[src/rtl/usb_line_pkg.sv]
// Shared line-state and transmit-FSM types for the USB-style line.
// Also holds the SYNC pattern and the NRZI step used by the tx path.
package usb_line_pkg;

  typedef enum logic [1:0] {
    LS_J,
    LS_K,
    LS_SE0
  } line_state_t;

  typedef enum logic [2:0] {
    ST_IDLE,
    ST_SYNC,
    ST_DATA,
    ST_STUFF,
    ST_EOP_SE0,
    ST_EOP_J
  } tx_state_t;

  localparam logic [7:0] SYNC_PATTERN = 8'h80;
  localparam int STUFF_LIMIT_DEF = 6;

  // A 0 toggles the line level, a 1 holds it.
  function automatic line_state_t nrzi(
    input line_state_t lvl,
    input logic        b
  );
    if (b) return lvl;
    return (lvl == LS_J) ? LS_K : LS_J;
  endfunction

endpackage

[src/rtl/usb_sync_tx_if.sv]
// Byte-stream handshake between the packet assembler and the tx front-end.
// The source drives valid/data/last; the front-end returns ready.
interface usb_sync_tx_if;

  logic       tx_valid;
  logic [7:0] tx_data;
  logic       tx_last;
  logic       tx_ready;

  modport master (
    output tx_valid,
    output tx_data,
    output tx_last,
    input  tx_ready
  );

  modport slave (
    input  tx_valid,
    input  tx_data,
    input  tx_last,
    output tx_ready
  );

endinterface

[src/rtl/usb_bit_tick.sv]
// Line bit-period counter; tick marks the last clock of each period.
// tick_nx_o looks one clock ahead so callers can register tick-aligned outputs.
module usb_bit_tick #(
  parameter int CLKS_PER_BIT = 1
) (
  input  logic clk,
  input  logic rst_n,
  input  logic en_i,
  input  logic clr_i,
  output logic tick_o,
  output logic tick_nx_o
);

  localparam int CW =
    (CLKS_PER_BIT > 1) ? $clog2(CLKS_PER_BIT) : 1;
  localparam logic [CW-1:0] LAST = CW'(CLKS_PER_BIT - 1);

  logic [CW-1:0] cnt_q;
  logic [CW-1:0] cnt_d;

  assign tick_o = (cnt_q == LAST);

  always_comb begin
    cnt_d = cnt_q;
    if (clr_i) begin
      cnt_d = '0;
    end else if (en_i) begin
      cnt_d = tick_o ? '0 : cnt_q + CW'(1);
    end
  end

  assign tick_nx_o = (cnt_d == LAST);

  always_ff @(posedge clk or negedge rst_n) begin
    if (!rst_n) begin
      cnt_q <= '0;
    end else begin
      cnt_q <= cnt_d;
    end
  end

endmodule

[src/rtl/usb_sync_tx.sv]
// USB-style transmit front-end: SYNC, NRZI + bit-stuffed data, EOP.
// Line outputs are registered and only move on bit-period boundaries.
module usb_sync_tx
  import usb_line_pkg::*;
#(
  parameter int CLKS_PER_BIT = 1,
  parameter int STUFF_LIMIT  = STUFF_LIMIT_DEF,
  parameter int EOP_SE0_BITS = 2
) (
  input  logic          clk,
  input  logic          rst_n,
  usb_sync_tx_if.slave  bus,
  output logic          tx_en,
  output logic          k,
  output logic          j,
  output logic          se0,
  output logic          tx_done,
  output logic          tx_err
);

  localparam logic [7:0] LIM      = 8'(STUFF_LIMIT);
  localparam logic [7:0] SE0_LAST = 8'(EOP_SE0_BITS - 1);

  tx_state_t   state_q, state_d;
  line_state_t lvl_q, lvl_d;
  line_state_t ls_q, ls_d;
  logic [7:0]  sh_q, sh_d;
  logic        last_q, last_d;
  logic [7:0]  idx_q, idx_d;
  logic [7:0]  ones_q, ones_d;
  logic        en_q, en_d;
  logic        j_q, k_q, se0_q;
  logic        rdy_q, rdy_d;
  logic        done_q, done_d;
  logic        err_q, err_d;

  logic        tick;
  logic        tick_nx;
  logic        clr;
  logic        emit;
  logic        ebit;
  logic        hand_nx;

  usb_bit_tick #(
    .CLKS_PER_BIT(CLKS_PER_BIT)
  ) u_tick (
    .clk      (clk),
    .rst_n    (rst_n),
    .en_i     (state_q != ST_IDLE),
    .clr_i    (clr),
    .tick_o   (tick),
    .tick_nx_o(tick_nx)
  );

  always_comb begin
    state_d = state_q;
    lvl_d   = lvl_q;
    ls_d    = ls_q;
    sh_d    = sh_q;
    last_d  = last_q;
    idx_d   = idx_q;
    ones_d  = ones_q;
    en_d    = en_q;
    done_d  = 1'b0;
    err_d   = 1'b0;
    clr     = 1'b0;
    emit    = 1'b0;
    ebit    = 1'b0;
    unique case (state_q)
      ST_IDLE: begin
        lvl_d = LS_J;
        ls_d  = LS_J;
        en_d  = 1'b0;
        if (rdy_q && bus.tx_valid) begin
          state_d = ST_SYNC;
          sh_d    = bus.tx_data;
          last_d  = bus.tx_last;
          idx_d   = '0;
          ones_d  = '0;
          en_d    = 1'b1;
          clr     = 1'b1;
          emit    = 1'b1;
          ebit    = SYNC_PATTERN[0];
        end
      end
      ST_SYNC: begin
        if (tick) begin
          emit = 1'b1;
          if (idx_q == 8'd7) begin
            state_d = ST_DATA;
            idx_d   = '0;
            ebit    = sh_q[0];
          end else begin
            idx_d = idx_q + 8'd1;
            ebit  = SYNC_PATTERN[idx_d[2:0]];
          end
        end
      end
      ST_DATA, ST_STUFF: begin
        if (tick) begin
          // A due stuff bit always goes out before handoff or EOP.
          if (ones_q == LIM) begin
            state_d = ST_STUFF;
            emit    = 1'b1;
          end else if (idx_q != 8'd7) begin
            state_d = ST_DATA;
            idx_d   = idx_q + 8'd1;
            emit    = 1'b1;
            ebit    = sh_q[idx_d[2:0]];
          end else if (!last_q && bus.tx_valid) begin
            state_d = ST_DATA;
            sh_d    = bus.tx_data;
            last_d  = bus.tx_last;
            idx_d   = '0;
            emit    = 1'b1;
            ebit    = bus.tx_data[0];
          end else begin
            state_d = ST_EOP_SE0;
            ls_d    = LS_SE0;
            idx_d   = '0;
            err_d   = !last_q;
          end
        end
      end
      ST_EOP_SE0: begin
        if (tick) begin
          if (idx_q == SE0_LAST) begin
            state_d = ST_EOP_J;
            ls_d    = LS_J;
          end else begin
            idx_d = idx_q + 8'd1;
          end
        end
      end
      ST_EOP_J: begin
        if (tick) begin
          state_d = ST_IDLE;
          en_d    = 1'b0;
          ls_d    = LS_J;
          lvl_d   = LS_J;
          idx_d   = '0;
          ones_d  = '0;
          done_d  = 1'b1;
        end
      end
      default: state_d = ST_IDLE;
    endcase
    if (emit) begin
      lvl_d  = nrzi(lvl_d, ebit);
      ls_d   = lvl_d;
      ones_d = ebit ? ones_q + 8'd1 : 8'd0;
    end
  end

  // Ready must line up with the tick that closes bit 7 of a non-last byte.
  assign hand_nx = ((state_d == ST_DATA) || (state_d == ST_STUFF))
                && (idx_d == 8'd7)
                && (ones_d != LIM)
                && !last_d
                && tick_nx;

  assign rdy_d = (state_d == ST_IDLE) || hand_nx;

  always_ff @(posedge clk or negedge rst_n) begin
    if (!rst_n) begin
      state_q <= ST_IDLE;
      lvl_q   <= LS_J;
      ls_q    <= LS_J;
      sh_q    <= '0;
      last_q  <= 1'b0;
      idx_q   <= '0;
      ones_q  <= '0;
      en_q    <= 1'b0;
      j_q     <= 1'b1;
      k_q     <= 1'b0;
      se0_q   <= 1'b0;
      rdy_q   <= 1'b0;
      done_q  <= 1'b0;
      err_q   <= 1'b0;
    end else begin
      state_q <= state_d;
      lvl_q   <= lvl_d;
      ls_q    <= ls_d;
      sh_q    <= sh_d;
      last_q  <= last_d;
      idx_q   <= idx_d;
      ones_q  <= ones_d;
      en_q    <= en_d;
      j_q     <= (ls_d == LS_J);
      k_q     <= (ls_d == LS_K);
      se0_q   <= (ls_d == LS_SE0);
      rdy_q   <= rdy_d;
      done_q  <= done_d;
      err_q   <= err_d;
    end
  end

  assign bus.tx_ready = rdy_q;
  assign tx_en        = en_q;
  assign j            = j_q;
  assign k            = k_q;
  assign se0          = se0_q;
  assign tx_done      = done_q;
  assign tx_err       = err_q;

endmodule

[src/flat_wrapper.sv]
// flat-port wrapper written by rule: the top's interface ports become plain ports
module usb_sync_tx_flat import usb_line_pkg::*;
#(
  parameter int CLKS_PER_BIT = 1,
  parameter int STUFF_LIMIT  = STUFF_LIMIT_DEF,
  parameter int EOP_SE0_BITS = 2
)
  (clk, rst_n, tx_en, k, j, se0, tx_done, tx_err, bus_tx_valid, bus_tx_data, bus_tx_last, bus_tx_ready);
  usb_sync_tx_if bus_i ();
  input  logic clk;
  input  logic rst_n;
  output logic tx_en;
  output logic k;
  output logic j;
  output logic se0;
  output logic tx_done;
  output logic tx_err;
  input wire logic [$bits(bus_i.tx_valid)-1:0] bus_tx_valid;
  input wire logic [$bits(bus_i.tx_data)-1:0] bus_tx_data;
  input wire logic [$bits(bus_i.tx_last)-1:0] bus_tx_last;
  output wire logic [$bits(bus_i.tx_ready)-1:0] bus_tx_ready;
  assign bus_i.tx_valid = bus_tx_valid;
  assign bus_i.tx_data = bus_tx_data;
  assign bus_i.tx_last = bus_tx_last;
  assign bus_tx_ready = bus_i.tx_ready;
  usb_sync_tx #(.CLKS_PER_BIT(CLKS_PER_BIT), .STUFF_LIMIT(STUFF_LIMIT), .EOP_SE0_BITS(EOP_SE0_BITS)) u_core (.clk(clk), .rst_n(rst_n), .bus(bus_i), .tx_en(tx_en), .k(k), .j(j), .se0(se0), .tx_done(tx_done), .tx_err(tx_err));
endmodule
[config.mk]
export PLATFORM = sky130hd
export DESIGN_NAME = usb_sync_tx_flat
export DESIGN_NICKNAME = d
export VERILOG_FILES = /design/src/rtl/usb_line_pkg.sv /design/src/rtl/usb_sync_tx_if.sv /design/src/rtl/usb_bit_tick.sv /design/src/rtl/usb_sync_tx.sv /design/src/flat_wrapper.sv
export SDC_FILE = /design/constraint.sdc
export NUM_CORES = 1
export LEC_CHECK = 0
export BUFFER_PORTS_ARGS = -buffer_cell sky130_fd_sc_hd__buf_2
export CORE_MARGIN = 2
export CORE_UTILIZATION = 55
export DETAILED_ROUTE_END_ITERATION = 12
export GPL_TIMING_DRIVEN = 0
export HOLD_SLACK_MARGIN = 0.1
export PLACE_DENSITY = 0.86
export SLEW_MARGIN = 25
export SYNTH_ARGS = -nofsm -noshare
export SYNTH_HDL_FRONTEND = slang
export SYNTH_SLANG_ARGS = --single-unit
[constraint.sdc]
create_clock -name clk -period 3.2 [get_ports clk]
set_input_delay 0.64 -clock clk [delete_from_list [all_inputs] [get_ports clk]]
set_output_delay 0.64 -clock clk [all_outputs]
set_load 0.1 [all_outputs]
# Yosys cells after proc, flatten, opt, wreduce, memory -nomap -nowiden
# Memories as Yosys holds them, arrays and structs flattened.
# Index checks and enable logic that the tools add are counted.
[totals]
regBits = 40
romBits = 8
inputBits = 12
out_inout_bits = 7
word_cells = 146
mem_count = 1
[memory_table]
columns = ["name", "depth", "word_bits", "read_ports", "rd_clocked_by_memory_dff", "wr", "line_no", "text"]
rows = [
  ["(name not given)", 8, 1, 1, 0, 0, "usb_sync_tx.sv:95", "ebit = SYNC_PATTERN[idx_d[2:0]];"],
]
[op_classes]
n_addsub = 3
order_cmp = 1
eq_ne = 21
muxes = 84
n_bitwise = 1
reduce_logical = 20
[ops]
columns = ["op", "count"]
rows = [
  ["2-to-1 mux 8 bit", 18],
  ["one-hot mux 8 bit (5 select lines)", 1],
  ["2-to-1 mux 1 bit", 33],
  ["one-hot mux 8 bit (2 select lines)", 2],
  ["2-to-1 mux 3 bit", 10],
  ["equality test 8 x 3 -> 1 bit, second input constant", 3],
  ["2-to-1 mux 2 bit", 12],
  ["adder 8 x 1 -> 8 bit, second input constant", 2],
  ["!= test 8 x 3 -> 1 bit, second input constant", 2],
  ["one-hot mux 3 bit (5 select lines)", 1],
  ["equality test 3 x 2 -> 1 bit, second input constant", 4],
  ["equality test 8 x 1 -> 1 bit, second input constant", 1],
  ["!= test 2 bit, second input constant", 4],
  ["one-hot mux 2 bit (4 select lines)", 1],
  ["equality test 3 bit, second input constant", 2],
  ["logical AND 1 bit", 6],
  ["zero test 3 bit", 2],
  ["one-hot mux 1 bit (2 select lines)", 3],
  ["AND reduction 6 bit", 1],
  ["zero test 2 bit", 2],
  ["< comparator 3 x 4 -> 1 bit, second input constant", 1],
  ["!= test 2 x 1 -> 1 bit, second input constant", 2],
  ["one-hot mux 2 bit (2 select lines)", 1],
  ["nonzero test 2 bit", 2],
  ["other kinds (12)", 14],
]

# Longest topological paths before layout
# Gate-level depths: netlist (run 1).
[depth]
word_depth = 14
ltp_mapped = 13
ltp_nobuf = 10

# Modules after synthesis
# Synthesis (run 1) repeated with hierarchy kept, for this count alone.
[hier_totals]
cells_unflattened = 283
area_unflattened_um2 = 2512.4
[by_module_without_submodules]
columns = ["module", "n_inst", "cells_per_inst", "area_each_um2", "seq_area_each_um2"]
rows = [
  ["usb_sync_tx", 1, 279, 2467.4, 977.2],
  ["usb_bit_tick", 1, 4, 45.0, 25.0],
]

# Worst setup path after synthesis (run 1)
# OpenSTA, ideal clock, no wires.
[synth_path]
kind = "register to register"
startpoint = "register u_core.idx_q[0]"
endpoint = "register u_core.rdy_q, in the netlist u_core.bus.tx_ready"
setup_time_ns = 0.124
t_arrival_ns = 2.525
required_ns = 3.076
path_slack_ns = 0.551
path_stages_with_launch = 13
path_buffers = 2
period_less_slack_ns = 2.649
path_cell_list = "dfrtp_1 buf_6 inv_1 ha_1 mux4_2 a221oi_2 o21ai_1 o21a_1 nor2_2 buf_6 nor2_2 a211o_1 o31a_1"
[synth_between]
elab_chain_len = 14
elab_cells_between_ends = 54
classes_between = "1 x add/sub; 7 x eq/ne; 37 x mux; 8 x reduce/logical; 1 x memory"
[synth_rtl]
columns = ["item", "line_no", "text"]
rows = [
  ["from (decl)", "usb_sync_tx.sv:29", "logic [7:0] idx_q, idx_d;"],
  ["from (signal assigned)", "usb_sync_tx.sv:186", "idx_q <= idx_d;"],
  ["adder 8 x 1 -> 8 bit", "usb_sync_tx.sv:94, usb_sync_tx.sv:107", ""],
  ["binary-select mux 1 bit (select 3 bit)", "usb_sync_tx.sv:109", "ebit = sh_q[idx_d[2:0]];"],
  ["2-to-1 mux 1 bit (implied by the code)", "usb_sync_tx.sv:109", ""],
  ["2-to-1 mux 1 bit", "usb_sync_tx.sv:105", "end else if (idx_q != 8'd7) begin"],
  ["2-to-1 mux 1 bit", "usb_sync_tx.sv:102", "if (ones_q == LIM) begin"],
  ["2-to-1 mux 1 bit", "usb_sync_tx.sv:100", "if (tick) begin"],
  ["one-hot mux 1 bit (2 select lines)", "usb_sync_tx.sv:69", "unique case (state_q)"],
  ["2-to-1 mux 8 bit", "usb_sync_tx.sv:151", "ones_d = ebit ? ones_q + 8'd1 : 8'd0;"],
  ["2-to-1 mux 8 bit (*)", "usb_sync_tx.sv:148", "if (emit) begin"],
  ["via u_core.ones_d[4]", "usb_sync_tx.sv:30", "logic [7:0] ones_q, ones_d;"],
  ["!= test 8 x 3 -> 1 bit (*)", "usb_sync_tx.sv:158", "&& (ones_d != LIM)"],
  ["logical AND 1 bit (*)", "usb_sync_tx.sv:158", ""],
  ["logical AND 1 bit (*)", "usb_sync_tx.sv:159", "&& !last_d"],
  ["logical AND 1 bit (*)", "usb_sync_tx.sv:160", "&& tick_nx;"],
  ["logical OR 1 bit (*)", "usb_sync_tx.sv:162", "assign rdy_d = (state_d == ST_IDLE) || hand_nx;"],
  ["via u_core.rdy_d", "usb_sync_tx.sv:33", "logic rdy_q, rdy_d;"],
  ["to (signal assigned)", "usb_sync_tx.sv:192", "rdy_q <= rdy_d;"],
  ["to (decl)", "usb_sync_tx.sv:33", ""],
]
# Mark *: on every way through the listed nets, which the timed path passes. The rest lies on a longest branch. The select of a mux whose other input is x is not followed.
# A chain may end at the register's enable or synchronous reset.

# Final worst setup path (run 1)
[layout_path]
startpoint = "register u_core.idx_q[1]"
endpoint = "register u_core.rdy_q, in the netlist u_core.bus.tx_ready"
[layout_between]
elab_chain_len = 14
elab_cells_between_ends = 54
classes_between = "1 x add/sub; 7 x eq/ne; 37 x mux; 8 x reduce/logical; 1 x memory"
[layout_rtl]
columns = ["item", "line_no"]
rows = [
  ["adder 8 x 1 -> 8 bit", "usb_sync_tx.sv:94, usb_sync_tx.sv:107, usb_sync_tx.sv:131"],
  ["binary-select mux 1 bit (select 3 bit)", "usb_sync_tx.sv:109"],
  ["2-to-1 mux 1 bit (implied by the code)", "usb_sync_tx.sv:109"],
  ["2-to-1 mux 1 bit", "usb_sync_tx.sv:105"],
  ["2-to-1 mux 1 bit", "usb_sync_tx.sv:102"],
  ["2-to-1 mux 1 bit", "usb_sync_tx.sv:100"],
  ["one-hot mux 1 bit (2 select lines)", "usb_sync_tx.sv:69"],
  ["2-to-1 mux 8 bit", "usb_sync_tx.sv:151"],
  ["2-to-1 mux 8 bit", "usb_sync_tx.sv:148"],
  ["!= test 8 x 3 -> 1 bit", "usb_sync_tx.sv:158"],
  ["logical AND 1 bit", "usb_sync_tx.sv:158"],
  ["logical AND 1 bit", "usb_sync_tx.sv:159"],
  ["logical AND 1 bit", "usb_sync_tx.sv:160"],
  ["logical OR 1 bit (*)", "usb_sync_tx.sv:162"],
  ["via u_core.rdy_d", "usb_sync_tx.sv:33"],
]
# Marks and branches as above.

==> flow_summary.rst, run 1 <==
.. list-table::
   :header-rows: 1

   * - Metric
     - Value
   * - Result of the run
     - completed
   * - DP HPWL
     - 3.96 mm
   * - Insertion delay of the later-clocked pin in the worst-skew pair
     - 300 ps
   * - Initial Utilization
     - between 50% and 60%
   * - Number of standard cells in the final layout excluding fillers
     - 349
   * - Delay of the slowest cell on the worst path
     - 520 ps
   * - Number of cells upsized or downsized after cts
     - 0
   * - Number of buffers on the longest clock path
     - 2
   * - Length of routed wiring on met1
     - 2.36 mm
   * - Yosys cell types
     - 57
   * - Finish-stage setup viols
     - 0
   * - Detail Route met3 WL
     - about 320 um
   * - Number of antenna cells inserted
     - 0
   * - Syn Inst Count
     - roughly 270
   * - Top cells by count, synth
     - sky130_fd_sc_hd__dfrtp_1, sky130_fd_sc_hd__nand2_1, sky130_fd_sc_hd__nor2_1, sky130_fd_sc_hd__o21ai_0, sky130_fd_sc_hd__inv_1
   * - Number of CTS-inserted buffers
     - 5
   * - Number of global-route vias before repair
     - about 2100
   * - Reg power frac
     - a little over a quarter
   * - Clk pin slew, worst setup/hold paths
     - roughly 70 ps
   * - Arrival @ worst endpoint
     - 3180 ps
   * - Horizontal die dimension
     - 71.7 um
   * - Post-CTS Setup Inserts
     - 0
   * - Leakage power
     - 1.24 nW
   * - Relative slew slack
     - 43.0%
   * - Number of synthesized flops with an enable pin
     - 0
   * - Number of design-rule violations left by the first detailed-router iteration
     - 140
   * - Global-route wire length before repair
     - 9.38 mm
   * - Max Clock Freq
     - 340 MHz
   * - Synthesized cell area
     - 2520 um2
   * - IR drop worst, VDD
     - between 0.0007 and 0.0008 V
   * - Final estimated routing congestion in global placement
     - 0.912
   * - Final WS setup
     - 256 ps
   * - Yosys warning count
     - 0
   * - DRC violations left
     - 0
   * - Total number of clock tree sinks
     - 40
   * - Clock tree skew after final layout
     - 4.43 ps
   * - Row cnt
     - 24
   * - Kind of launch point of the worst setup path
     - flop
   * - Endpoint type of the worst setup path
     - flop
   * - Count of buffers from port buffering
     - 18
   * - Library cell with the largest summed area after synthesis
     - sky130_fd_sc_hd__dfrtp_1
   * - Post-place instance area
     - between 2000 and 3000 um2
   * - Uppermost signal routing layer after detailed routing
     - met4
   * - Final global-route overflow total
     - 0
   * - Routed met2 length
     - around 2.7 mm
   * - Most frequently used cell type in the post-synthesis netlist
     - sky130_fd_sc_hd__dfrtp_1
   * - Number of filler cells placed in the layout
     - 354
   * - DR vias
     - approximately 2200
   * - Register bit count reported by yosys
     - 40
   * - Layout area overhead
     - 10.4%
   * - Die height
     - 71.7 um
   * - Number of max-slew violations in the final report
     - 0
   * - Core area
     - 4380 um2
   * - Worst hold margin
     - 447 ps
   * - Final routed wire length divided by cell count
     - 15.9 um
   * - Top cells by area, synth
     - sky130_fd_sc_hd__dfrtp_1, sky130_fd_sc_hd__mux2_2, sky130_fd_sc_hd__nand2_1
   * - Slowest stage cell on the critical path
     - sky130_fd_sc_hd__nor4b_1
   * - Worst setup slack before clock tree synthesis
     - 289 ps
   * - Cell total after placement
     - about 340
   * - Wire length after detailed routing
     - 5.55 mm
   * - Share of flip-flops with an asynchronous set or reset
     - 100%
   * - Hold WC Path Type
     - input port to asynchronous set/reset pin
   * - Post-layout minimum cycle time
     - around 2900 ps
   * - Leading register cell type out of synthesis
     - sky130_fd_sc_hd__dfrtp_1
   * - Depth of the CTS H-tree
     - 2
   * - Finished Core Util
     - ~63%
   * - Overall power consumption
     - 2.91 mW
   * - Pin count of the biggest net entering global routing
     - 41
   * - Number of antenna violations at the first check in global routing
     - 0
   * - Fraction of power consumed by the clock network
     - 13.8%
   * - Number of top-level pins
     - 19
   * - Ratio of final minimum period to clock period
     - 92.0%
   * - Number of violations of the max-capacitance limit
     - 0
   * - CP max FO
     - 6
   * - Switching share of total power
     - a little under half
   * - Buffer type at the clock tree root
     - sky130_fd_sc_hd__clkbuf_8
   * - Global-route total usage across every layer
     - 23.3%
   * - Setup Crit Path Kind
     - flop to flop
   * - Setup_tns
     - 0 ps
   * - Mean Syn Cell Area
     - 9.30 um2
   * - Slew at the pin closest to its max-slew limit
     - around 860 ps
   * - CTS tree
     - built
   * - Power Internal
     - ~1.5 mW
   * - Number of iterations in the first detailed-routing pass
     - 6
   * - Setup repair after global routing missed its margin
     - no
   * - Post-route cell area
     - between 2000 and 3000 um2
   * - Worst endpoint required time
     - between 3000 and 4000 ps
   * - DRT antenna net count
     - 0
   * - Depth of the worst register-to-register path
     - 10
   * - Vias per inst
     - 6.37
   * - Nets
     - 313
   * - Post-synthesis net count
     - 288
   * - Area share of the largest cell type after synthesis
     - 38.7%
   * - Combinational cell fraction of total power
     - 58.9%
   * - Sequential element share of the synthesized area
     - 39.8%
   * - Die footprint
     - slightly above 5000 um2
   * - Number of buffers inserted for hold repair after clock tree synthesis
     - 0
   * - Hold Vio Cnt, Final
     - 0
   * - Fraction of final layout cells sized beyond drive strength 1
     - 18.9%
   * - Cell area power density
     - ~1000 nW/um2
   * - Ordered cell list for the critical path
     - inv_1, ha_1, nor4b_1, a211oi_1, nand2_1, nand2_1, a211oi_1, o211ai_1, o41ai_1, o31a_1
   * - Switching power summed over all nets
     - 1.37 mW
==> critical path: cells and delay by family (launching register included) <==
kind                     cells  cell delay, ps
AND/OR/NAND/NOR              3             950
AO/OA/AOI/OAI                5            1260
flip-flops                   1             430
buffers and inverters        1              80
adder cells (fa/ha/maj)      1             140
==> cell families (layout without fill, tap and decap cells) <==
group	count (synthesis)	count (layout)	share of synthesized area [%]
simple gates	100	100	21.5
compound gates	80	80	22.2
flops	40	40	39.8
buf+inv	27	53	5.06
mux	16	16	7.85
fa+ha+maj	5	5	2.48
xor+xnor	3	3	1.04
==> placed cells by master (no fill, tap or decap), types with 3 or more instances in the layout <==
cell,instances
sky130_fd_sc_hd__dfrtp_1,39
sky130_fd_sc_hd__nand2_1,26
sky130_fd_sc_hd__buf_2,21
sky130_fd_sc_hd__nor2_1,17
sky130_fd_sc_hd__o21ai_0,17
sky130_fd_sc_hd__inv_1,15
sky130_fd_sc_hd__a21oi_1,14
sky130_fd_sc_hd__nand3_1,11
sky130_fd_sc_hd__nor3_1,10
sky130_fd_sc_hd__mux2_2,10
sky130_fd_sc_hd__clkbuf_1,7
sky130_fd_sc_hd__o211ai_1,6
sky130_fd_sc_hd__nor2b_1,5
sky130_fd_sc_hd__a21o_1,5
sky130_fd_sc_hd__ha_1,5
sky130_fd_sc_hd__clkbuf_8,5
sky130_fd_sc_hd__and3_1,4
sky130_fd_sc_hd__a211oi_1,4
sky130_fd_sc_hd__o22ai_1,4
sky130_fd_sc_hd__o31ai_1,4
sky130_fd_sc_hd__a31oi_1,4
sky130_fd_sc_hd__nand2b_1,4
sky130_fd_sc_hd__mux2i_1,4
sky130_fd_sc_hd__buf_6,3
sky130_fd_sc_hd__a211o_1,3
sky130_fd_sc_hd__o21a_1,3
sky130_fd_sc_hd__o41ai_1,3
==> path summary, 6_finish.rpt <==
check | from | endpoint | slack, ps
worst max-delay path | u_core.idx_q[1]$_DFF_PN0_ | u_core.bus.tx_ready$_DFF_PN0_ | 260
worst min-delay path | rst_n | u_core.idx_q[5]$_DFF_PN0_ | 450
worst max register to register | u_core.idx_q[1]$_DFF_PN0_ | u_core.bus.tx_ready$_DFF_PN0_ | 260
worst min register to register | u_core.tx_en$_DFFE_PN0P_ | u_core.tx_en$_DFFE_PN0P_ | 480
max in group asynchronous | rst_n | u_core.ones_q[3]$_DFF_PN0_ | 2220
min in group clk | u_core.tx_en$_DFFE_PN0P_ | u_core.tx_en$_DFFE_PN0P_ | 480
==> metal layers <==
| layer | global-route usage, % | vias to the layer above |
|---|---|---|
| li1 | - | 1050 |
| met1 | 29.7 | 1059 |
| met2 | 38.7 | 96 |
| met3 | 4.92 | 19 |
| met4 | 9.43 | 0 |
| met5 | 0 | - |
==> power by group through the flow <==
stage / registers (mW) / logic (mW) / clock network (mW)
after floorplan: 0.986 / 1.16 / 0
after global placement: 0.790 / 1.65 / 0
after detailed placement: 0.799 / 1.68 / 0
after CTS: 0.792 / 1.70 / 0.411
after global routing: 0.816 / 1.87 / 0.430
final: 0.795 / 1.72 / 0.403
==> final cells by class <==
type	instances	area, um2	area share, %
Multi-Input combinational cell	204	1390	50.0
Sequential cell	40	1000	36.0
Timing Repair Buffer	18	90.1	3.24
Clock buffer	6	72.6	2.61
Buffer	12	71.3	2.56
Tap cell	52	65.1	2.34
Inverter	15	56.3	2.02
Clock inverter	2	35.0	1.26
==> sequential cells by signal (all words and copies together), names as in the netlist, 2 cells and up <==
signal and cells:
u_core.ones_q 8, u_core.idx_q 8, u_core.lvl_q 2, u_core.sh_q 8, u_core.state_q 3, u_core.ls_q 2
Note: power is estimated with default switching activity, not from simulation.
==> run 2, diff against run 1 <==
Settings changed: CTS_BUF_LIST set to sky130_fd_sc_hd__clkbuf_2, RECOVER_POWER set to 50.
==> run 2 against run 1 <==
Effect of this change: the flow now finishes with violations (capacitance limit, slew limit); power down 4.2%; critical path depth up 2; routed wire length down 3.0%; worst setup slack worse by 1.4 ps; flip-flop and latch count unchanged; maximum frequency about the same; critical path type unchanged.
==> flow_summary.rst, run 2 (synthesis results as in run 1) <==
.. list-table::
   :header-rows: 1

   * - Metric
     - Value
   * - Core area
     - 4380 um2 (unchanged)
   * - Post-layout minimum cycle time
     - 2950 ps (+1.43 ps)
   * - Max Clock Freq
     - 340 MHz (about the same)
   * - Number of buffers on the longest clock path
     - 2 (unchanged)
   * - Number of filler cells placed in the layout
     - 370 (+4.5%)
   * - Final estimated routing congestion in global placement
     - 0.912 (unchanged)
   * - Setup repair after global routing missed its margin
     - no
   * - Number of global-route vias before repair
     - 2059 (-1.1%)
   * - Initial Utilization
     - 57.5% (unchanged)
   * - Kind of launch point of the worst setup path
     - flop
   * - CP max FO
     - 10 (+4)
   * - Setup Crit Path Kind
     - flop to flop
   * - Uppermost signal routing layer after detailed routing
     - met4
   * - Worst endpoint required time
     - 3480 ps (+50 ps)
   * - Endpoint type of the worst setup path
     - flop
   * - Number of antenna cells inserted
     - 0 (unchanged)
   * - DRT antenna net count
     - 0 (unchanged)
   * - Ratio of final minimum period to clock period
     - 92.0% (about the same)
   * - Setup_tns
     - 0 ps (unchanged)
   * - Cell count of the worst hold path
     - 2
   * - Final routed wire length divided by cell count
     - 15.4 um (-3.0%)
   * - Number of violations of the max-capacitance limit
     - 1 (+1)
   * - Number of max-slew violations in the final report
     - 41 (+41)
   * - Arrival @ worst endpoint
     - 3230 ps (+50 ps)
   * - Top library cells by usage in the layout, fill and taps aside
     - sky130_fd_sc_hd__dfrtp_1, sky130_fd_sc_hd__nand2_1, sky130_fd_sc_hd__buf_2, sky130_fd_sc_hd__nor2_1, sky130_fd_sc_hd__o21ai_0
   * - Multi-input combinational cell area
     - 1400 um2 (+0.45%)
   * - Delay of the slowest cell on the worst path
     - 430 ps (-90 ps)
   * - Relative slew slack
     - -36.0% (-79 points)
   * - Horizontal die dimension
     - 71.7 um (unchanged)
   * - Cell area power density
     - 1020 nW/um2 (-2.9%)
   * - Die footprint
     - 5140 um2 (unchanged)
   * - Most common library cell in the layout ignoring fill and taps
     - sky130_fd_sc_hd__dfrtp_1
   * - Total number of clock tree sinks
     - 40 (unchanged)
   * - Leakage power
     - 1.23 nW (-1.0%)
   * - Depth of the CTS H-tree
     - 2 (unchanged)
   * - Number of iterations in the first detailed-routing pass
     - 6 (unchanged)
   * - Hold Vio Cnt, Final
     - 0 (unchanged)
   * - Row cnt
     - 24 (unchanged)
   * - Depth of the worst register-to-register path
     - 12 (+2)
   * - Insertion delay of the later-clocked pin in the worst-skew pair
     - 390 ps (+90 ps)
   * - Cell total after placement
     - 341 (unchanged)
   * - Storage element area
     - 1000 um2 (unchanged)
   * - Ordered cell list for the critical path
     - buf_6, inv_1, ha_1, mux4_2, a221oi_2, o21ai_1, o21a_1, nor2_2, buf_6, nor2_2, a211o_1, o31a_1
   * - Hold WC Path Type
     - input port to flop
   * - Slowest stage cell on the critical path
     - sky130_fd_sc_hd__dfrtp_1
   * - Number of design-rule violations left by the first detailed-router iteration
     - 140 (unchanged)
   * - Layout area overhead
     - 8.94%
   * - Number of antenna violations at the first check in global routing
     - 0 (unchanged)
   * - Detail Route met3 WL
     - 280 um (-11%)
   * - Finish-stage setup viols
     - 0 (unchanged)
   * - Routed met2 length
     - 2.67 mm (-2.8%)
   * - IR drop worst, VDD
     - 0.000720 V (+1.4%)
   * - Fraction of final layout cells sized beyond drive strength 1
     - 19.2% (+0.34 points)
   * - DR vias
     - 2178 (-2.1%)
   * - Nets
     - 313 (unchanged)
   * - Result of the run
     - finished with violations
   * - CTS tree
     - built
   * - Global-route wire length before repair
     - 9.29 mm (-0.89%)
   * - Largest registers
     - u_core.idx_q (8), u_core.ones_q (8), u_core.sh_q (8)
   * - Slew at the pin closest to its max-slew limit
     - 2040 ps (+1180 ps)
   * - DP HPWL
     - 3.96 mm (unchanged)
   * - DRC violations left
     - 0 (unchanged)
   * - Final global-route overflow total
     - 0 (unchanged)
   * - Wire length after detailed routing
     - 5.38 mm (-3.0%)
   * - Number of CTS-inserted buffers
     - 5 (unchanged)
   * - Buffer type at the clock tree root
     - sky130_fd_sc_hd__clkbuf_2
   * - Count of buffers from port buffering
     - 18 (unchanged)
   * - Number of standard cells in the final layout excluding fillers
     - 349 (unchanged)
   * - Clock tree skew after final layout
     - 18.0 ps (+13.5 ps)
   * - Global-route total usage across every layer
     - 23.0% (-0.33 points)
   * - Failing checks
     - capacitance limit, slew limit
   * - Number of top-level pins
     - 19 (unchanged)
   * - Vias per inst
     - 6.24 (-2.1%)
   * - Finished Core Util
     - 62.6% (-0.86 points)
   * - Clk pin slew, worst setup/hold paths
     - 200 ps (+130 ps)
   * - Length of routed wiring on met1
     - 2.33 mm (-0.98%)
   * - Pin count of the biggest net entering global routing
     - 41 (unchanged)
   * - Die height
     - 71.7 um (unchanged)
   * - Number of buffers inserted for hold repair after clock tree synthesis
     - 0 (unchanged)
   * - Post-CTS Setup Inserts
     - 0 (unchanged)
run 2: changes by cell type in the layout (fill, tap and decap cells not counted), sizes merged:
cell,previous run,this run
clkbuf,12,13
buf,24,23
run 2: final timing paths:
check | startpoint | end | slack, ps
worst max register to register | u_core.idx_q[0]$_DFF_PN0_ | u_core.bus.tx_ready$_DFF_PN0_ | 250
worst min register to register | u_core.last_q$_DFF_PN0_ | u_core.tx_err$_DFF_PN0_ | 500
worst max-delay path | u_core.idx_q[0]$_DFF_PN0_ | u_core.bus.tx_ready$_DFF_PN0_ | 250
max in group asynchronous | rst_n | u_core.ones_q[3]$_DFF_PN0_ | 1240
min in group asynchronous | rst_n | u_core.idx_q[5]$_DFF_PN0_ | 790
worst min-delay path | bus_tx_data[7] | u_core.sh_q[7]$_DFFE_PN0P_ | 460
run 2: repair_timing:
action,in CTS,in global routing
gates resized for setup,0,1
hold endpoints to repair,0,0
endpoints found under the setup margin,0,1
run 2: metrics by stage:
step	cell area (um2)	hold WS, ps	worst slack [ps]	power [mW]
2_1_floorplan	2520	344	551	2.14
3_3_place_gp	2680	458	341	2.44
3_5_place_dp	2680	465	289	2.48
4_1_cts	2740	356	259	2.78
5_1_grt	2750	440	134	3.01
6_report	2750	462	255	2.79
run 2: power breakdown:
group          internal (mW)  switching (mW)  total, mW
registers              0.671           0.123      0.794
clock network          0.135           0.160      0.294
logic                  0.641            1.06       1.70
run 2: final cells by class:
| type | instances | share of cell area [%] |
|---|---|---|
| plain buffers | 12 | 2.60 |
| flip-flops and latches | 40 | 36.5 |
| repair buffers | 18 | 3.24 |
| well taps | 52 | 2.37 |
| clock inverters | 2 | 1.28 |
| clock buffers | 6 | 1.09 |
| inverters | 15 | 2.05 |
| multi-input cells | 204 | 50.9 |
run 2: metal layers:
| layer | vias up | global-route usage [%] |
|---|---|---|
| li1 | 1048 | - |
| met1 | 1041 | 29.9 |
| met2 | 74 | 38.1 |
| met3 | 15 | 4.36 |
| met4 | 0 | 8.81 |
| met5 | - | 0 |
run 2: worst max-delay path, delay by kind of cell, from the launching register on:
kind	cells	cell delay [ps]
AOI/OAI and AO/OA	5	1110
DFF	1	430
buffers and inverters	3	360
adders and majority gates	1	360
and+or+nand+nor	2	230
muxes	1	330
==> run 3, diff against run 2 <==
Settings changed: CORE_UTILIZATION 55 to 40, MAX_ROUTING_LAYER set to met4, PLACE_DENSITY 0.86 to 0.69.
==> run 3 against run 2 <==
Effect of this change: flip-flop and latch count unchanged; worst setup slack better by 21 ps; maximum frequency up 0.72%; combinational power about the same; the flow still finishes with violations (capacitance limit, slew limit); clock-buffer cell count down 1; critical endpoint unchanged; power down 2.7%; global-route usage down 5.7 points; final cell count up 6.6%; die area up 35%; design area about the same; hold slack worse by 30 ps.
==> flow_summary.rst, run 3 (synthesis results as in run 1) <==
.. list-table::
   :header-rows: 1

   * - Metric
     - Value
   * - Pin count of the biggest net entering global routing
     - 41 (unchanged)
   * - Total number of clock tree sinks
     - 40 (unchanged)
   * - Number of antenna violations at the first check in global routing
     - 0 (unchanged)
   * - Nets
     - 313 (unchanged)
   * - Worst reg2reg path startpoint
     - u_core.idx_q[1]$_DFF_PN0_
   * - Number of top-level pins
     - 19 (unchanged)
   * - Hold Vio Cnt, Final
     - 0 (unchanged)
   * - Number of global-route vias before repair
     - 2012 (-2.3%)
   * - Cell count of the worst hold path
     - 2 (unchanged)
   * - Delay of the slowest cell on the worst path
     - 580 ps (+150 ps)
   * - Setup Crit Path Kind
     - flop to flop
   * - Final routed wire length divided by cell count
     - 14.8 um (-4.3%)
   * - Number of buffers on the longest clock path
     - 2 (unchanged)
   * - Post-CTS Setup Inserts
     - 0 (unchanged)
   * - Slowest stage cell on the critical path
     - sky130_fd_sc_hd__nor4b_1
   * - Number of cells upsized or downsized after cts
     - 0 (unchanged)
   * - Endpoint type of the worst setup path
     - flop
   * - CP max FO
     - 6 (-4)
   * - Number of design-rule violations left by the first detailed-router iteration
     - 202 (+44%)
   * - Clk pin slew, worst setup/hold paths
     - 220 ps (+20 ps)
   * - Relative slew slack
     - -43.0% (-7.0 points)
   * - Setup repair after global routing missed its margin
     - no
   * - Ratio of final minimum period to clock period
     - 91.4% (-0.65 points)
   * - Number of filler cells placed in the layout
     - 581 (+57%)
   * - Vias per inst
     - 5.71 (-8.5%)
   * - Depth of the CTS H-tree
     - 2 (unchanged)
   * - Kind of launch point of the worst setup path
     - flop
   * - Number of antenna cells inserted
     - 0 (unchanged)
   * - Horizontal die dimension
     - 83.4 um (+16%)
   * - Register-to-register path setup slack
     - 280 ps (+20 ps)
   * - Ordered cell list for the critical path
     - inv_1, ha_1, nor4b_1, a211oi_1, nand2_1, nand2_1, a211oi_1, o211ai_1, o41ai_1, o31a_1
   * - End point of the most critical hold path
     - u_core.sh_q[6]$_DFFE_PN0P_
   * - Global-route total usage across every layer
     - 17.3% (-5.7 points)
   * - Setup_tns
     - 0 ps (unchanged)
   * - IR drop worst, VDD
     - 0.000396 V (-45%)
   * - Buffer type at the clock tree root
     - sky130_fd_sc_hd__clkbuf_2
   * - Hold path startpoint
     - bus_tx_data[6]
   * - Row cnt
     - 28 (+17%)
   * - Final estimated routing congestion in global placement
     - 0.856 (-6.1%)
   * - Count of buffers from port buffering
     - 18 (unchanged)
   * - Die footprint
     - 6950 um2 (+35%)
   * - Finish-stage setup viols
     - 0 (unchanged)
   * - Largest registers
     - u_core.idx_q (8), u_core.ones_q (8), u_core.sh_q (8)
   * - Clock tree skew after final layout
     - 18.6 ps (+0.675 ps)
   * - Initial Utilization
     - 42.1% (-15 points)
   * - Insertion delay of the later-clocked pin in the worst-skew pair
     - 410 ps (+20 ps)
   * - Most common library cell in the layout ignoring fill and taps
     - sky130_fd_sc_hd__dfrtp_1
   * - Number of CTS-inserted buffers
     - 5 (unchanged)
   * - Number of buffers inserted for hold repair after clock tree synthesis
     - 0 (unchanged)
   * - DR vias
     - 2124 (-2.5%)
   * - DP HPWL
     - 4.08 mm (+3.0%)
   * - CTS tree
     - built
   * - Hold WC Path Type
     - input port to flop
   * - Fraction of final layout cells sized beyond drive strength 1
     - 18.5% (-0.67 points)
   * - Core area
     - 5990 um2 (+37%)
   * - Slew at the pin closest to its max-slew limit
     - 2140 ps (+105 ps)
   * - Max Clock Freq
     - 342 MHz (+0.72%)
   * - Die height
     - 83.4 um (+16%)
   * - Failing checks
     - capacitance limit, slew limit
   * - Multi-input combinational cell area
     - 1390 um2 (-0.45%)
   * - Final global-route overflow total
     - 0 (unchanged)
   * - Layout area overhead
     - 8.99% (about the same)
   * - Result of the run
     - finished with violations
   * - Top library cells by usage in the layout, fill and taps aside
     - sky130_fd_sc_hd__dfrtp_1, sky130_fd_sc_hd__nand2_1, sky130_fd_sc_hd__buf_2, sky130_fd_sc_hd__nor2_1, sky130_fd_sc_hd__o21ai_0
   * - Storage element area
     - 1000 um2 (unchanged)
   * - Number of iterations in the first detailed-routing pass
     - 4 (-2)
   * - Depth of the worst register-to-register path
     - 10 (-2)
   * - Reg-to-reg critical path endpoint
     - u_core.bus.tx_ready$_DFF_PN0_
   * - DRC violations left
     - 0 (unchanged)
   * - Wire length after detailed routing
     - 5.49 mm (+2.0%)
   * - DRT antenna net count
     - 0 (unchanged)
   * - Worst endpoint required time
     - 3560 ps (+80 ps)
   * - Global-route wire length before repair
     - 9.65 mm (+3.9%)
   * - Arrival @ worst endpoint
     - 3280 ps (+50 ps)
   * - Cell area power density
     - 990 nW/um2 (-2.7%)
   * - Number of max-slew violations in the final report
     - 41 (unchanged)
   * - Number of violations of the max-capacitance limit
     - 1 (unchanged)
   * - Overall power consumption
     - 2.72 mW (-2.7%)
   * - Leakage power
     - 1.21 nW (-1.8%)
   * - Post-layout minimum cycle time
     - 2920 ps (-21.0 ps)
-- run 3: critical path: cells and delay by family (launching register included) --
family,cells,cell delay (ps)
buf+inv,1,70
fa+ha+maj,1,130
compound gates,5,1240
simple gates,3,980
flops,1,470
-- run 3: routing by layer --
layer	vias up	wire [um]	track usage (%)
li1	1050	-	-
met1	1004	2580	23.3
met2	58	2610	26.5
met3	12	220	3.18
met4	0	86	5.22
met5	-	0	-
-- run 3: layout make-up --
| class | count | area share (%) |
|---|---|---|
| clock buffers | 5 | 0.911 |
| well taps | 75 | 3.42 |
| repair buffers | 18 | 3.23 |
| clock inverters | 3 | 0.683 |
| inverters | 15 | 2.05 |
| flip-flops and latches | 40 | 36.5 |
| plain buffers | 12 | 2.60 |
| multi-input cells | 204 | 50.6 |
-- run 3: worst max-delay path by stage --
stage                                          start                             to  slack, ps  depth (start not counted)
after CTS                  u_core.idx_q[0]$_DFF_PN0_  u_core.bus.tx_ready$_DFF_PN0_        280                         12
after global placement                  bus_tx_valid  u_core.bus.tx_ready$_DFF_PN0_        300                          8
after detailed placement   u_core.idx_q[0]$_DFF_PN0_  u_core.bus.tx_ready$_DFF_PN0_        310                         12
final                      u_core.idx_q[1]$_DFF_PN0_  u_core.bus.tx_ready$_DFF_PN0_        280                         10
after floorplan            u_core.idx_q[0]$_DFF_PN0_  u_core.bus.tx_ready$_DFF_PN0_        550                         12
after global routing      u_core.ones_q[3]$_DFF_PN0_  u_core.bus.tx_ready$_DFF_PN0_         50                          9
-- run 3: report_power, final --
part / switching (mW) / internal (mW)
Sequential: 0.119 / 0.671
Clock: 0.177 / 0.0506
Combinational: 1.06 / 0.637
Total: 1.36 / 1.36
-- run 3: through the flow --
| step | setup WS [ps] | area (um2) | utilization (%) | hold slack (ps) | std cells |
|---|---|---|---|---|---|
| 5_1_grt | 51.4 | 2750 | 45.8 | 402 | 372 |
| 3_5_place_dp | 314 | 2700 | 45.1 | 451 | 364 |
| 2_1_floorplan | 551 | 2520 | - | 344 | 271 |
| 6_report | 276 | 2750 | 45.8 | 431 | 372 |
| 4_1_cts | 278 | 2750 | 45.9 | 338 | 372 |
| 3_3_place_gp | 303 | 2700 | 45.1 | 453 | 364 |
